### config.mk
export PLATFORM = sky130hd
export DESIGN_NAME = full_32bit_adder_flat
export DESIGN_NICKNAME = d
export VERILOG_FILES = /design/src/rtl/adder_pkg.sv /design/src/rtl/full_32bit_adder_if.sv /design/src/rtl/full_adder.sv /design/src/rtl/full_32bit_adder.sv /design/src/flat_wrapper.sv
export SDC_FILE = /design/constraint.sdc
export NUM_CORES = 1
export LEC_CHECK = 0
export BUFFER_PORTS_ARGS = -buffer_cell sky130_fd_sc_hd__buf_2
export CAP_MARGIN = 20
export CELL_PAD_IN_SITES_DETAIL_PLACEMENT = 1
export CELL_PAD_IN_SITES_GLOBAL_PLACEMENT = 1
export CORE_ASPECT_RATIO = 1.2
export CORE_UTILIZATION = 39
export DETAILED_ROUTE_END_ITERATION = 16
export PLACE_DENSITY_LB_ADDON = 0.1
export SYNTH_ARGS = -nofsm -noshare
export SYNTH_HDL_FRONTEND = slang
export SYNTH_HIERARCHICAL = 1
export SYNTH_SLANG_ARGS = --single-unit
### constraint.sdc
create_clock -name clk -period 1.6 [get_ports clk]
set_input_delay 0.4 -clock clk [delete_from_list [all_inputs] [get_ports clk]]
set_output_delay 0.4 -clock clk [all_outputs]
set_load 0.05 [all_outputs]
### src/rtl/adder_pkg.sv
// Shared width and word type for the ripple-carry adder.
// Pure declarations; no latency.
// No flow control involved.
package adder_pkg;

   localparam int ADDER_WIDTH = 32;

   typedef logic [ADDER_WIDTH-1:0] word_t;

endpackage

### src/rtl/full_32bit_adder_if.sv
// Operand/result bundle for full_32bit_adder; the optional ovf signal exists only
// when FULL_32BIT_ADDER_OVF_EN is defined.
// master = operand source / result sink, slave = the adder. No ready: sink always accepts.
interface full_32bit_adder_if
   import adder_pkg::*;
#(
   parameter int WIDTH = ADDER_WIDTH
);

   logic             in_valid;
   logic [WIDTH-1:0] a;
   logic [WIDTH-1:0] b;
   logic             cin;
   logic             out_valid;
   logic [WIDTH-1:0] sum;
   logic             cout;
`ifdef FULL_32BIT_ADDER_OVF_EN
   logic             ovf;

   modport master (output in_valid, a, b, cin, input out_valid, sum, cout, ovf);
   modport slave  (input in_valid, a, b, cin, output out_valid, sum, cout, ovf);
`else
   modport master (output in_valid, a, b, cin, input out_valid, sum, cout);
   modport slave  (input in_valid, a, b, cin, output out_valid, sum, cout);
`endif

endinterface

### src/rtl/full_adder.sv
// Single-bit full-adder cell, the link of the ripple chain.
// Purely combinational, zero cycles.
// No flow control.
module full_adder (
   input  logic a,
   input  logic b,
   input  logic cin,
   output logic sum,
   output logic cout
);

   assign sum  = a ^ b ^ cin;
   assign cout = (a & b) | (a & cin) | (b & cin);

endmodule

### src/rtl/full_32bit_adder.sv
// Registered unsigned WIDTH-bit add with carry in/out; FULL_32BIT_ADDER_OVF_EN adds signed ovf.
// Latency 1 cycle, one add per cycle.
// No backpressure; in_valid=0 drops out_valid and freezes sum/cout(/ovf).
module full_32bit_adder
   import adder_pkg::*;
#(
   parameter int WIDTH = ADDER_WIDTH
) (
   input  logic             clk,
   input  logic             rst,
   full_32bit_adder_if.slave bus
);

   // carry[i] is the carry into bit i; carry[WIDTH] is the final carry out
   logic [WIDTH:0]   carry;
   logic [WIDTH-1:0] sum_c;

   logic [WIDTH-1:0] sum_q;
   logic             cout_q;
   logic             valid_q;

   assign carry[0] = bus.cin;

   genvar i;
   generate
      for (i = 0; i < WIDTH; i++) begin : g_cell
         full_adder u_fa (
            .a    (bus.a[i]),
            .b    (bus.b[i]),
            .cin  (carry[i]),
            .sum  (sum_c[i]),
            .cout (carry[i+1])
         );
      end
   endgenerate

   // Valid flag tracks in_valid one cycle later; reset kills anything in flight
   always_ff @(posedge clk or posedge rst) begin
      if (rst) begin
         valid_q <= 1'b0;
      end else begin
         valid_q <= bus.in_valid;
      end
   end

   // Result registers load only on a valid input and otherwise keep the last result
   always_ff @(posedge clk or posedge rst) begin
      if (rst) begin
         sum_q  <= '0;
         cout_q <= 1'b0;
      end else if (bus.in_valid) begin
         sum_q  <= sum_c;
         cout_q <= carry[WIDTH];
      end
   end

   assign bus.sum       = sum_q;
   assign bus.cout      = cout_q;
   assign bus.out_valid = valid_q;

`ifdef FULL_32BIT_ADDER_OVF_EN
   logic ovf_q;

   // Signed overflow: carry into the sign bit disagrees with carry out of it
   always_ff @(posedge clk or posedge rst) begin
      if (rst) begin
         ovf_q <= 1'b0;
      end else if (bus.in_valid) begin
         ovf_q <= carry[WIDTH] ^ carry[WIDTH-1];
      end
   end

   assign bus.ovf = ovf_q;
`endif

endmodule

### src/flat_wrapper.sv
// flat-port wrapper written by rule: the top's interface ports become plain ports
module full_32bit_adder_flat import adder_pkg::*;
#(
   parameter int WIDTH = ADDER_WIDTH
)
  (clk, rst, bus_in_valid, bus_a, bus_b, bus_cin, bus_out_valid, bus_sum, bus_cout);
  full_32bit_adder_if #(.WIDTH(WIDTH)) bus_i ();
  input  logic clk;
  input  logic rst;
  input wire logic [$bits(bus_i.in_valid)-1:0] bus_in_valid;
  input wire logic [$bits(bus_i.a)-1:0] bus_a;
  input wire logic [$bits(bus_i.b)-1:0] bus_b;
  input wire logic [$bits(bus_i.cin)-1:0] bus_cin;
  output wire logic [$bits(bus_i.out_valid)-1:0] bus_out_valid;
  output wire logic [$bits(bus_i.sum)-1:0] bus_sum;
  output wire logic [$bits(bus_i.cout)-1:0] bus_cout;
  assign bus_i.in_valid = bus_in_valid;
  assign bus_i.a = bus_a;
  assign bus_i.b = bus_b;
  assign bus_i.cin = bus_cin;
  assign bus_out_valid = bus_i.out_valid;
  assign bus_sum = bus_i.sum;
  assign bus_cout = bus_i.cout;
  full_32bit_adder #(.WIDTH(WIDTH)) u_core (.clk(clk), .rst(rst), .bus(bus_i));
endmodule
# Word level (Yosys, flattened, before mapping)

Cells that the tools add are included.

Bits in registers: 34
Word-level logic and storage cells: 227
Input bits: 68

Bitwise operators: 224

Operator list:

| cell        | count |
|---|---|
| $and 1x1->1 | 96 |
| $or 1x1->1  | 64 |
| $xor 1x1->1 | 64 |

# Longest topological paths before layout

Gate-level depths: netlist (run 1).

Word-level depth: 96
Gate-level depth with buffers: 33
Gate-level depth less buffers: 33

# By module

Netlist (run 1), hierarchy kept.

Modules (own cells, without submodules):

| module           | times used | cells an instance | area each (µm²) |
|---|---|---|---|
| full_32bit_adder | 1          | 72                | 1410.1 |
| full_adder       | 32         | 1                 | 20.0 |

# Worst setup path after synthesis (run 1)

No wires, ideal clock.

Kind: input to register
From: input bus_a[0]
To: register u_core.sum_q[31] (netlist: u_core/bus.sum[31])
Setup slack: -11412 ps
Stages on the path: 33
Required time: 1475 ps
Arrival: 12887 ps
Cells stage by stage: fa_1 -> fa_1 -> fa_1 -> fa_1 -> fa_1 -> fa_1 -> fa_1 -> fa_1 -> fa_1 -> fa_1 -> fa_1 -> fa_1 -> fa_1 -> fa_1 -> fa_1 -> fa_1 -> fa_1 -> fa_1 -> fa_1 -> fa_1 -> fa_1 -> fa_1 -> fa_1 -> fa_1 -> fa_1 -> fa_1 -> fa_1 -> fa_1 -> fa_1 -> fa_1 -> fa_1 -> fa_1 -> mux2_4

Longest elaborated chain between the ends: 94
Elaborated cells between the ends (all ways): 125

RTL lines:

| what                         | line                   | text |
|---|---|---|
| start: declaration           | flat_wrapper.sv:11     | `input wire logic [$bits(bus_i.a)-1:0] bus_a;` |
| $and 1x1->1                  | full_adder.sv:13       | `assign cout = (a & b) \| (a & cin) \| (b & cin);` |
| $or 1x1->1 (*) (2 in series) | full_adder.sv:13       |  |
| $and 1x1->1                  | full_adder.sv:13       |  |
| $or 1x1->1                   | full_adder.sv:13       |  |
| $or 1x1->1 (*)               | full_adder.sv:13       |  |
| net u_core.carry[2]          | full_32bit_adder.sv:15 | `logic [WIDTH:0] carry;` |
| $and 1x1->1                  | full_adder.sv:13       |  |
| $or 1x1->1                   | full_adder.sv:13       |  |
| (+1 left out)                | -                      |  |
| net u_core.carry[3]          | full_32bit_adder.sv:15 |  |
| (+3 left out)                | -                      |  |
| net u_core.carry[4]          | full_32bit_adder.sv:15 |  |
| (+3 left out)                | -                      |  |
| net u_core.carry[5]          | full_32bit_adder.sv:15 |  |
| (+3 left out)                | -                      |  |
| net u_core.carry[6]          | full_32bit_adder.sv:15 |  |
| (+3 left out)                | -                      |  |
| net u_core.carry[7]          | full_32bit_adder.sv:15 |  |
| (+3 left out)                | -                      |  |
| net u_core.carry[8]          | full_32bit_adder.sv:15 |  |
| (+3 left out)                | -                      |  |
| net u_core.carry[9]          | full_32bit_adder.sv:15 |  |
| (+3 left out)                | -                      |  |
| net u_core.carry[10]         | full_32bit_adder.sv:15 |  |
| (+3 left out)                | -                      |  |
| net u_core.carry[11]         | full_32bit_adder.sv:15 |  |
| (+3 left out)                | -                      |  |
| net u_core.carry[12]         | full_32bit_adder.sv:15 |  |
| (+3 left out)                | -                      |  |
| net u_core.carry[13]         | full_32bit_adder.sv:15 |  |
| (+3 left out)                | -                      |  |
| net u_core.carry[14]         | full_32bit_adder.sv:15 |  |
| (+3 left out)                | -                      |  |
| net u_core.carry[15]         | full_32bit_adder.sv:15 |  |
| (+3 left out)                | -                      |  |
| net u_core.carry[16]         | full_32bit_adder.sv:15 |  |
| (+3 left out)                | -                      |  |
| net u_core.carry[17]         | full_32bit_adder.sv:15 |  |
| (+3 left out)                | -                      |  |
| net u_core.carry[18]         | full_32bit_adder.sv:15 |  |
| (+3 left out)                | -                      |  |
| net u_core.carry[19]         | full_32bit_adder.sv:15 |  |
| (+3 left out)                | -                      |  |
| net u_core.carry[20]         | full_32bit_adder.sv:15 |  |
| (+3 left out)                | -                      |  |
| net u_core.carry[21]         | full_32bit_adder.sv:15 |  |
| (+3 left out)                | -                      |  |
| net u_core.carry[22]         | full_32bit_adder.sv:15 |  |
| (+3 left out)                | -                      |  |
| net u_core.carry[23]         | full_32bit_adder.sv:15 |  |
| (+3 left out)                | -                      |  |
| net u_core.carry[24]         | full_32bit_adder.sv:15 |  |
| (+3 left out)                | -                      |  |
| net u_core.carry[25]         | full_32bit_adder.sv:15 |  |
| (+3 left out)                | -                      |  |
| net u_core.carry[26]         | full_32bit_adder.sv:15 |  |
| (+3 left out)                | -                      |  |
| net u_core.carry[27]         | full_32bit_adder.sv:15 |  |
| (+3 left out)                | -                      |  |
| net u_core.carry[28]         | full_32bit_adder.sv:15 |  |
| (+3 left out)                | -                      |  |
| net u_core.carry[29]         | full_32bit_adder.sv:15 |  |
| (+2 left out)                | -                      |  |
| $or 1x1->1 (*)               | full_adder.sv:13       |  |
| net u_core.carry[30]         | full_32bit_adder.sv:15 |  |
| $and 1x1->1                  | full_adder.sv:13       |  |
| $or 1x1->1                   | full_adder.sv:13       |  |
| $or 1x1->1 (*)               | full_adder.sv:13       |  |
| net u_core.carry[31]         | full_32bit_adder.sv:15 |  |
| $xor 1x1->1 (*)              | full_adder.sv:12       | `assign sum = a ^ b ^ cin;` |
| net u_core.sum_c[31]         | full_32bit_adder.sv:16 | `logic [WIDTH-1:0] sum_c;` |
| end signal: assignment       | full_32bit_adder.sv:52 | `sum_q <= sum_c;` |
| end: declaration             | full_32bit_adder.sv:18 | `logic [WIDTH-1:0] sum_q;` |

Mark *: on every way through the listed nets, which the timed path passes. The rest lies on a longest branch.
A chain may end at the register's enable or synchronous reset.

# Final worst setup path (run 1)

From: input bus_a[0]
To: register u_core.sum_q[31] (netlist: u_core/bus.sum[31])

Longest elaborated chain between the ends: 94
Elaborated cells between the ends (all ways): 125

RTL lines:

| what                         | line |
|---|---|
| $and 1x1->1                  | full_adder.sv:13 |
| $or 1x1->1 (*) (2 in series) | full_adder.sv:13 |
| net u_core.carry[1]          | full_32bit_adder.sv:15 |
| $and 1x1->1                  | full_adder.sv:13 |
| $or 1x1->1                   | full_adder.sv:13 |
| $or 1x1->1 (*)               | full_adder.sv:13 |
| net u_core.carry[2]          | full_32bit_adder.sv:15 |
| $and 1x1->1                  | full_adder.sv:13 |
| (+2 left out)                | - |
| net u_core.carry[3]          | full_32bit_adder.sv:15 |
| (+3 left out)                | - |
| net u_core.carry[4]          | full_32bit_adder.sv:15 |
| (+3 left out)                | - |
| net u_core.carry[5]          | full_32bit_adder.sv:15 |
| (+3 left out)                | - |
| net u_core.carry[6]          | full_32bit_adder.sv:15 |
| (+3 left out)                | - |
| net u_core.carry[7]          | full_32bit_adder.sv:15 |
| (+3 left out)                | - |
| net u_core.carry[8]          | full_32bit_adder.sv:15 |
| (+3 left out)                | - |
| net u_core.carry[9]          | full_32bit_adder.sv:15 |
| (+3 left out)                | - |
| net u_core.carry[10]         | full_32bit_adder.sv:15 |
| (+3 left out)                | - |
| net u_core.carry[11]         | full_32bit_adder.sv:15 |
| (+3 left out)                | - |
| net u_core.carry[12]         | full_32bit_adder.sv:15 |
| (+3 left out)                | - |
| net u_core.carry[13]         | full_32bit_adder.sv:15 |
| (+3 left out)                | - |
| net u_core.carry[14]         | full_32bit_adder.sv:15 |
| (+3 left out)                | - |
| net u_core.carry[15]         | full_32bit_adder.sv:15 |
| (+3 left out)                | - |
| net u_core.carry[16]         | full_32bit_adder.sv:15 |
| (+3 left out)                | - |
| net u_core.carry[17]         | full_32bit_adder.sv:15 |
| (+3 left out)                | - |
| net u_core.carry[18]         | full_32bit_adder.sv:15 |
| (+3 left out)                | - |
| net u_core.carry[19]         | full_32bit_adder.sv:15 |
| (+3 left out)                | - |
| net u_core.carry[20]         | full_32bit_adder.sv:15 |
| (+3 left out)                | - |
| net u_core.carry[21]         | full_32bit_adder.sv:15 |
| (+3 left out)                | - |
| net u_core.carry[22]         | full_32bit_adder.sv:15 |
| (+3 left out)                | - |
| net u_core.carry[23]         | full_32bit_adder.sv:15 |
| (+3 left out)                | - |
| net u_core.carry[24]         | full_32bit_adder.sv:15 |
| (+3 left out)                | - |
| net u_core.carry[25]         | full_32bit_adder.sv:15 |
| (+3 left out)                | - |
| net u_core.carry[26]         | full_32bit_adder.sv:15 |
| (+3 left out)                | - |
| net u_core.carry[27]         | full_32bit_adder.sv:15 |
| (+3 left out)                | - |
| net u_core.carry[28]         | full_32bit_adder.sv:15 |
| (+3 left out)                | - |
| net u_core.carry[29]         | full_32bit_adder.sv:15 |
| (+2 left out)                | - |
| $or 1x1->1 (*)               | full_adder.sv:13 |
| net u_core.carry[30]         | full_32bit_adder.sv:15 |
| $and 1x1->1                  | full_adder.sv:13 |
| $or 1x1->1                   | full_adder.sv:13 |
| $or 1x1->1 (*)               | full_adder.sv:13 |
| net u_core.carry[31]         | full_32bit_adder.sv:15 |
| $xor 1x1->1 (*)              | full_adder.sv:12 |
| net u_core.sum_c[31]         | full_32bit_adder.sv:16 |

Marks and branches as above.

==> flow_summary.ini, run 1 <==
[route]
vias = 1279
drc_errors = 0
viasPerCell = 4.68
wire_per_inst_um = 16.7
drtIter0Drc = 56
dr.pass1.iters = 4
ant_nets = 0
wl_um = 4560

[setup_path]
required_ns = 1.77
path_max_fanout = 1
worstPathArrival_ns = 12.09
cpMostUsedCell = fa_2
cp_slowest_cell = fa_2
crit_type = in2reg
critPathCaptureType = flip-flop
cp-start-kind = input pin
critPathMaxStageDelay_ns = 0.40

[clocking]
cts_buffers = 5
cts.path.max_buffers = 2
h-tree-depth = 2
cts_tree = done
insertion_delay_ns = 0.28
cts_root_buf = clkbuf_8
clock-sinks = 34
clkSlewWorstSetupHoldPaths_ns = 0.07

[status]
violations = negative setup slack
outcome = complete, but fails checks

[floorplan]
start_util_pct = 40.9
fp.dieW_um = 68.2
die_height_um = 81.4
core_um2 = 5010
die_area_um2 = 5550
rows = 28
pin_count = 102

[synthesis]
yosysTopAreaCell = dfrtp_1
yosysUniqueCellTypes = 7
syn_inst = 104
syn_area_um2 = 2050
syn_avg_cell_area_um2 = 19.7
synth_seq_cells = 34
synth.area.top_cells = dfrtp_1, fa_1, mux2_4
yosysWarnings = 6
yosysSeqAreaShare_pct = 41.5
synth_top_area_share_pct = 41.5
syn-num-nets = 204

[pwr]
p_per_area_nw_per_um2 = 1260
ir_drop_mv = 0.497
power.leakage_uw = 0.00135

[finish]
antenna_cells = 0
syn2layout_area_growth_pct = 36.2
mostFrequentLayoutCells = buf_2, dfrtp_1, mux2_4, fa_2, clkbuf_8
final_layout_size_suffix_gt1_share_pct = 82.6
fillerInstances = 527
fin_cells = 273
nets = 312
layout_commonest_cell = buf_2

[global_routing]
grt_pass1_vias = 1519
grt_pass1_wl_um = 7130
grt_usage_pct = 18.1
grt_antenna_before_repair = 0
grt_max_degree = 34
grt-ovfl-total = 0

[timing]
setup_violations = 31
finalCritPeriodShare_pct = 745
worstMarginPinSlew_ns = 0.436
fmax_ghz = 0.0839
finalWorstPathRequiredPeriod_ns = 11.92
fin_skew_ns = 0
drv_slew = 0
holdWs_ns = 0.502
layout_setup_ws_ns = -10.32
slew_headroom_pct = 70.9
rsz0062_at_grt = true
setup_tns_ns = -167.42
hold_violations = 0

[placed_design]
io_buffer_count = 101
gp_congestion = 0.673
place.detailed.hpwl_um = 3720
place_inst = 264

[flow_run]
maxCapViolCount = 0

[min_path]
min_path_type = in2async
## state kept, by name, indices dropped and copies added, names as in the netlist
signal	flops
u_core/bus.sum	32
u_core/bus.cout	1
u_core/bus.out_valid	1
## critical path, delay by kind of cell
family                   cells  cell delay, ns
adder cells (fa/ha/maj)     32           11.32
multiplexers                 1            0.26
buffers and inverters        1            0.09
## kinds of logic (layout without fill, tap and decap cells)
group	Yosys count	after routing	share of synthesized area (%)
DFF	34	34	41.5
muxes	33	33	23.6
adders and majority gates	32	32	31.2
buffers and inverters	5	114	3.66
## worst paths after layout
kind	endpoint	slack [ns]	from	cells after the start
worst max-delay path	u_core/bus.sum[31]	-10.32	bus_a[0]	34
worst min-delay path	u_core/bus.out_valid	0.50	rst	3
worst max register to register	u_core/bus.sum[27]	0.82	u_core/bus.sum[27]	1
worst min register to register	u_core/bus.sum[16]	0.51	u_core/bus.sum[16]	1
max in group asynchronous	u_core/bus.sum[5]	0.49	rst	4
min in group clk	u_core/bus.sum[16]	0.51	u_core/bus.sum[16]	1
## synth_stat cells
cell type / number
dfrtp_1: 34
mux2_2: 3
mux2_4: 30
inv_1: 1
buf_6: 1
buf_12: 3
fa_1: 32
## per-stage QoR
stage | area (um^2) | util [%] | power (uW) | setup WS (ns)
floorplan | 2130 | - | 2420 | -10.16
CTS | 2790 | 55.8 | 3580 | -10.40
global route | 2790 | 55.8 | 3740 | -10.58
global placement | 2680 | 53.4 | 2810 | -10.51
detailed placement | 2680 | 53.4 | 2890 | -10.70
finish | 2790 | 55.8 | 3520 | -10.32
## repair_timing
action,in CTS,in global routing
setup buffers,0,0
hold buffers,1,0
endpoints found under the setup margin,31,31
resized for setup,4,0
endpoints found under the hold margin,1,0
## layout make-up
| type | count | area [um^2] | share of cell area (%) |
|---|---|---|---|
| multi-input combinational | 65 | 1220 | 43.5 |
| sequential | 34 | 851 | 30.5 |
| timing repair buffer | 105 | 557 | 19.9 |
| clock buffer | 7 | 86.3 | 3.09 |
| tap | 60 | 75.1 | 2.69 |
| clock inverter | 1 | 5.00 | 0.179 |
| inverter | 1 | 3.75 | 0.134 |
## per-layer routing
| metal | up-vias | share of wire (%) | track usage (%) |
|---|---|---|---|
| li1 | 558 | - | - |
| met1 | 654 | 35 | 20.3 |
| met2 | 62 | 55 | 32.2 |
| met3 | 5 | 8.4 | 5.97 |
| met4 | 0 | 1.0 | 5.00 |
| met5 | - | 0 | 0 |
## power breakdown
group	total [uW]	switching, uW	internal (uW)	leakage, uW
logic	1690	1090	605	0.000907
clock network	653	306	347	0.0000482
registers	1180	110	1070	0.000398
Note: power is estimated with default switching activity, not from simulation.
==> run 2: changes to the inputs <==
--- a/config.mk
+++ b/config.mk
@@ -13,6 +13,7 @@
 export CORE_UTILIZATION = 39
 export DETAILED_ROUTE_END_ITERATION = 16
 export PLACE_DENSITY_LB_ADDON = 0.1
+export RECOVER_POWER = 100
 export SYNTH_ARGS = -nofsm -noshare
 export SYNTH_HDL_FRONTEND = slang
 export SYNTH_HIERARCHICAL = 1
==> flow_summary.ini, run 2 (synthesized netlist as in run 1, its figures left out) <==
[clocking]
cts.path.max_buffers = 2
clock-sinks = 34
h-tree-depth = 2
cts_root_buf = clkbuf_8
clkSlewWorstSetupHoldPaths_ns = 0.07
insertion_delay_ns = 0.28
post_cts_buffers = 0
cts_buffers = 5
cts_tree = done

[setup_path]
path_max_fanout = 1
worstPathArrival_ns = 12.09
crit_type = in2reg
critPathMaxStageDelay_ns = 0.40
cpMostUsedCell = fa_2
path_buf_inv = 1
cp-start-kind = input pin
cp_slowest_cell = fa_2
critPathCaptureType = flip-flop
path_delay_family = adder cells
required_ns = 1.77

[timing]
finalWorstPathRequiredPeriod_ns = 11.92
drv_slew = 0
fin_skew_ns = 0
slew_headroom_pct = 48.5
fmax_ghz = 0.0839
layout_setup_ws_ns = -10.32
setup_violations = 31
worstMarginPinSlew_ns = 0.773
holdWs_ns = 0.500
rsz0062_at_grt = true
finalCritPeriodShare_pct = 745
hold_violations = 0

[status]
outcome = complete, but fails checks
violations = negative setup slack

[finish]
final_layout_size_suffix_gt1_share_pct = 82.2
syn2layout_area_growth_pct = 35.8
mostFrequentLayoutCells = buf_2, clkbuf_2, dfrtp_1, mux2_4, fa_2
fillerInstances = 525
design_area_um2 = 2790
antenna_cells = 0
nets = 312
largest_register_ffs = 32
layout_commonest_cell = buf_2

[global_routing]
grt_pass1_wl_um = 7130
grt_max_degree = 34
grt_antenna_before_repair = 0
grt_pass1_vias = 1519
grt-ovfl-total = 0
grt_usage_pct = 18.1

[floorplan]
rows = 28
core_um2 = 5010
pin_count = 102
fp.dieW_um = 68.2
die_area_um2 = 5550
start_util_pct = 40.9
die_height_um = 81.4

[route]
vias = 1276
ant_nets = 0
dr.pass1.iters = 4
drc_errors = 0
drtIter0Drc = 47
wire_per_inst_um = 16.7
viasPerCell = 4.67
wl_um = 4550

[pwr]
power.leakage_uw = 0.00135
p_clk_share_pct = 18.5
seq_power_share_pct = 33.7
ir_drop_mv = 0.494
intPower_uw = 2010
p_per_area_nw_per_um2 = 1260
p_sw_uw = 1510
swShare_pct = 42.9
p_comb_share_pct = 47.8

[min_path]
min_path_type = in2async

[placed_design]
placed_area_um2 = 2680
gp_congestion = 0.673
place.detailed.hpwl_um = 3720
io_buffer_count = 101

[flow_run]
maxCapViolCount = 0
[run 2: what timing repair did]
action / CTS / global route
resized for setup: 4 / 0
setup endpoints to repair: 31 / 31
hold buffers: 1 / 0
hold endpoints to repair: 1 / 0
[run 2: metrics by stage]
step                setup TNS (ns)  utilization, %  setup WS (ns)  total power (uW)  cells
finish                     -167.51            55.6         -10.32              3510    273
detailed placement         -178.61            53.4         -10.70              2890    264
CTS                        -168.70            55.8         -10.40              3580    273
floorplan                  -167.15               -         -10.16              2420    104
global placement           -174.76            53.4         -10.51              2810    264
global route               -171.58            55.6         -10.58              3730    273
[run 2: layout make-up]
| cell class | count | area, um^2 | share of cell area, % |
|---|---|---|---|
| inverters | 1 | 3.75 | 0.135 |
| well taps | 60 | 75.1 | 2.70 |
| clock buffers | 7 | 86.3 | 3.10 |
| multi-input cells | 65 | 1210 | 43.5 |
| flip-flops and latches | 34 | 851 | 30.5 |
| clock inverters | 1 | 5.00 | 0.180 |
| repair buffers | 105 | 552 | 19.8 |
[run 2: worst paths after layout]
| kind | from | to | slack [ns] | cells past startpoint |
|---|---|---|---|---|
| hold / removal | rst | u_core/bus.out_valid | 0.50 | 3 |
| hold reg to reg | u_core/bus.sum[16] | u_core/bus.sum[16] | 0.51 | 1 |
| max in group asynchronous | rst | u_core/bus.sum[5] | 0.18 | 4 |
| min in group clk | u_core/bus.sum[16] | u_core/bus.sum[16] | 0.51 | 1 |
| setup / recovery | bus_a[0] | u_core/bus.sum[31] | -10.32 | 34 |
| setup reg to reg | u_core/bus.sum[0] | u_core/bus.sum[0] | 0.81 | 1 |
[run 2: metal layers]
layer / up-vias / part of all wire, % / global-route usage [%]
met5: - / 0 / 0
li1: 559 / - / -
met4: 0 / 0.70 / 5.00
met3: 4 / 8.6 / 5.97
met1: 650 / 35 / 20.3
met2: 63 / 56 / 32.2
[run 2: tightest hold or removal path, cell delays in order]
cell	delay [ns]
dlygate4sd3_1	0.53
buf_2	0.12
inv_1	0.07
[run 2: power groups by stage]
stage	registers (uW)	clock network, uW	logic, uW
5_1_grt	1210	728	1800
6_report	1180	652	1680
4_1_cts	1180	685	1720
2_1_floorplan	1920	0	499
3_5_place_dp	1190	0	1690
3_3_place_gp	1180	0	1630
==> run 3: changes to the inputs <==
--- a/config.mk
+++ b/config.mk
@@ -10,7 +10,9 @@
 export CELL_PAD_IN_SITES_DETAIL_PLACEMENT = 1
 export CELL_PAD_IN_SITES_GLOBAL_PLACEMENT = 1
 export CORE_ASPECT_RATIO = 1.2
+export CORE_MARGIN = 8
 export CORE_UTILIZATION = 39
+export CTS_BUF_LIST = sky130_fd_sc_hd__clkbuf_16
 export DETAILED_ROUTE_END_ITERATION = 16
 export PLACE_DENSITY_LB_ADDON = 0.1
 export RECOVER_POWER = 100
==> flow_summary.ini, run 3 (synthesized netlist as in run 1, its figures left out) <==
[setup_path]
required_ns = 1.76
reg2reg_to = u_core/bus.sum[21]
crit_type = in2reg
cp_slowest_cell = fa_2
rrSetupSlack_ns = 0.82
critPathMaxStageDelay_ns = 0.40
path_max_fanout = 1
cpMostUsedCell = fa_2
critPathCaptureType = flip-flop
rr_worst_depth = 1
cp-start-kind = input pin
worstPathArrival_ns = 12.04
r2r_start = u_core/bus.sum[21]

[finish]
fin_cells = 274
fillerInstances = 538
syn2layout_area_growth_pct = 37.5
antenna_cells = 0
largest_register_ffs = 32
design_area_um2 = 2820
nets = 311
final_layout_size_suffix_gt1_share_pct = 80.2
layout_commonest_cell = buf_2
mostFrequentLayoutCells = buf_2, dfrtp_1, clkbuf_2, mux2_4, fa_2

[floorplan]
die_height_um = 95.4
start_util_pct = 39.5
fp.dieW_um = 82.2
die_area_um2 = 7840
core_um2 = 5190
pin_count = 102
rows = 29

[route]
drc_errors = 0
wire_per_inst_um = 18.2
viasPerCell = 4.63
ant_nets = 0
wl_um = 5000
vias = 1269
drtIter0Drc = 21
dr.pass1.iters = 3

[clocking]
cts.path.max_buffers = 2
clkSlewWorstSetupHoldPaths_ns = 0.05
insertion_delay_ns = 0.27
cts_tree = done
cts_root_buf = clkbuf_16
clock-sinks = 34
post_cts_buffers = 0
cts_buffers = 5
h-tree-depth = 2

[global_routing]
grt_pass1_vias = 1580
grt_max_degree = 35
grt_usage_pct = 13.5
grt-ovfl-total = 0
grt_antenna_before_repair = 0
grt_pass1_wl_um = 8040

[placed_design]
place.detailed.hpwl_um = 4160
place_inst = 266
placed_area_um2 = 2680
gp_congestion = 0.762
io_buffer_count = 101

[timing]
slew_headroom_pct = 21.8
layout_setup_ws_ns = -10.28
fmax_ghz = 0.0841
hold_violations = 0
fin_skew_ns = 0
setup_violations = 31
finalWorstPathRequiredPeriod_ns = 11.88
drv_slew = 0
rsz0062_at_grt = true
finalCritPeriodShare_pct = 743
worstMarginPinSlew_ns = 1.17

[pwr]
p_sw_uw = 1550
power.leakage_uw = 0.00136
swShare_pct = 41.2
p_clk_share_pct = 24.0
p_per_area_nw_per_um2 = 1330
p_comb_share_pct = 44.5
ir_drop_mv = 0.630
intPower_uw = 2210
seq_power_share_pct = 31.5

[status]
outcome = complete, but fails checks
violations = negative setup slack

[flow_run]
maxCapViolCount = 0

[min_path]
min_path_type = in2async
[run 3: cell count changes in the layout (fill, tap and decap cells not counted)]
cell	before	now
clkbuf_1	1	3
clkinv_2	1	0
buf_2	67	66
clkbuf_2	35	33
clkbuf_16	0	5
clkbuf_8	6	0
clkinv_1	0	3
dlygate4sd3_1	1	0
[run 3: layout make-up]
class | count | area [um^2] | share of cell area [%]
clock inverters | 3 | 11.3 | 0.399
flip-flops and latches | 34 | 851 | 30.2
clock buffers | 5 | 125 | 4.44
inverters | 1 | 3.75 | 0.133
well taps | 62 | 77.6 | 2.75
multi-input cells | 65 | 1210 | 43.0
repair buffers | 104 | 538 | 19.1
[run 3: layer usage]
layer | up-vias | part of all wire (%) | track usage [%]
met2 | 58 | 53 | 22.1
met5 | - | 0 | 0
met3 | 4 | 10 | 5.19
met1 | 649 | 36 | 15.8
met4 | 0 | 0.90 | 4.40
li1 | 558 | - | -
[run 3: power groups by stage]
stage	Clock [uW]	Combinational (uW)	Sequential, uW
finish	900	1670	1190
global route	963	1790	1210
CTS	928	1720	1180
detailed placement	0	1700	1190
global placement	0	1650	1180
floorplan	0	499	1920
[run 3: what timing repair did]
item,CTS,global route
endpoints found under the hold margin,0,0
endpoints found under the setup margin,31,31
hold buffers,0,0
gates resized for setup,3,1
[run 3: stage by stage]
step / setup TNS, ns / power, uW / setup slack, ns / hold slack [ns] / utilization (%)
after floorplan: -167.15 / 2420 / -10.16 / 0.431 / -
after global placement: -175.01 / 2840 / -10.52 / 0.429 / 51.6
after detailed placement: -177.69 / 2890 / -10.65 / 0.434 / 51.6
after CTS: -168.38 / 3830 / -10.36 / 0.142 / 54.5
after global routing: -172.17 / 3970 / -10.59 / 0.412 / 54.3
final: -167.20 / 3760 / -10.28 / 0.333 / 54.3
[run 3: how the worst max path moves through the flow]
stage	to	from	slack, ns
floorplan	u_core/bus.sum[31]	bus_a[0]	-10.16
global placement	u_core/bus.sum[31]	bus_a[0]	-10.52
detailed placement	u_core/bus.sum[31]	bus_a[0]	-10.65
CTS	u_core/bus.sum[31]	bus_a[0]	-10.36
global route	u_core/bus.sum[31]	bus_a[0]	-10.59
finish	u_core/bus.sum[31]	bus_a[0]	-10.28
[run 3: worst max-delay path: cells and delay by family]
family	cells	cell delay, ns
muxes	1	0.26
buffers and inverters	1	0.09
adders and majority gates	32	11.28
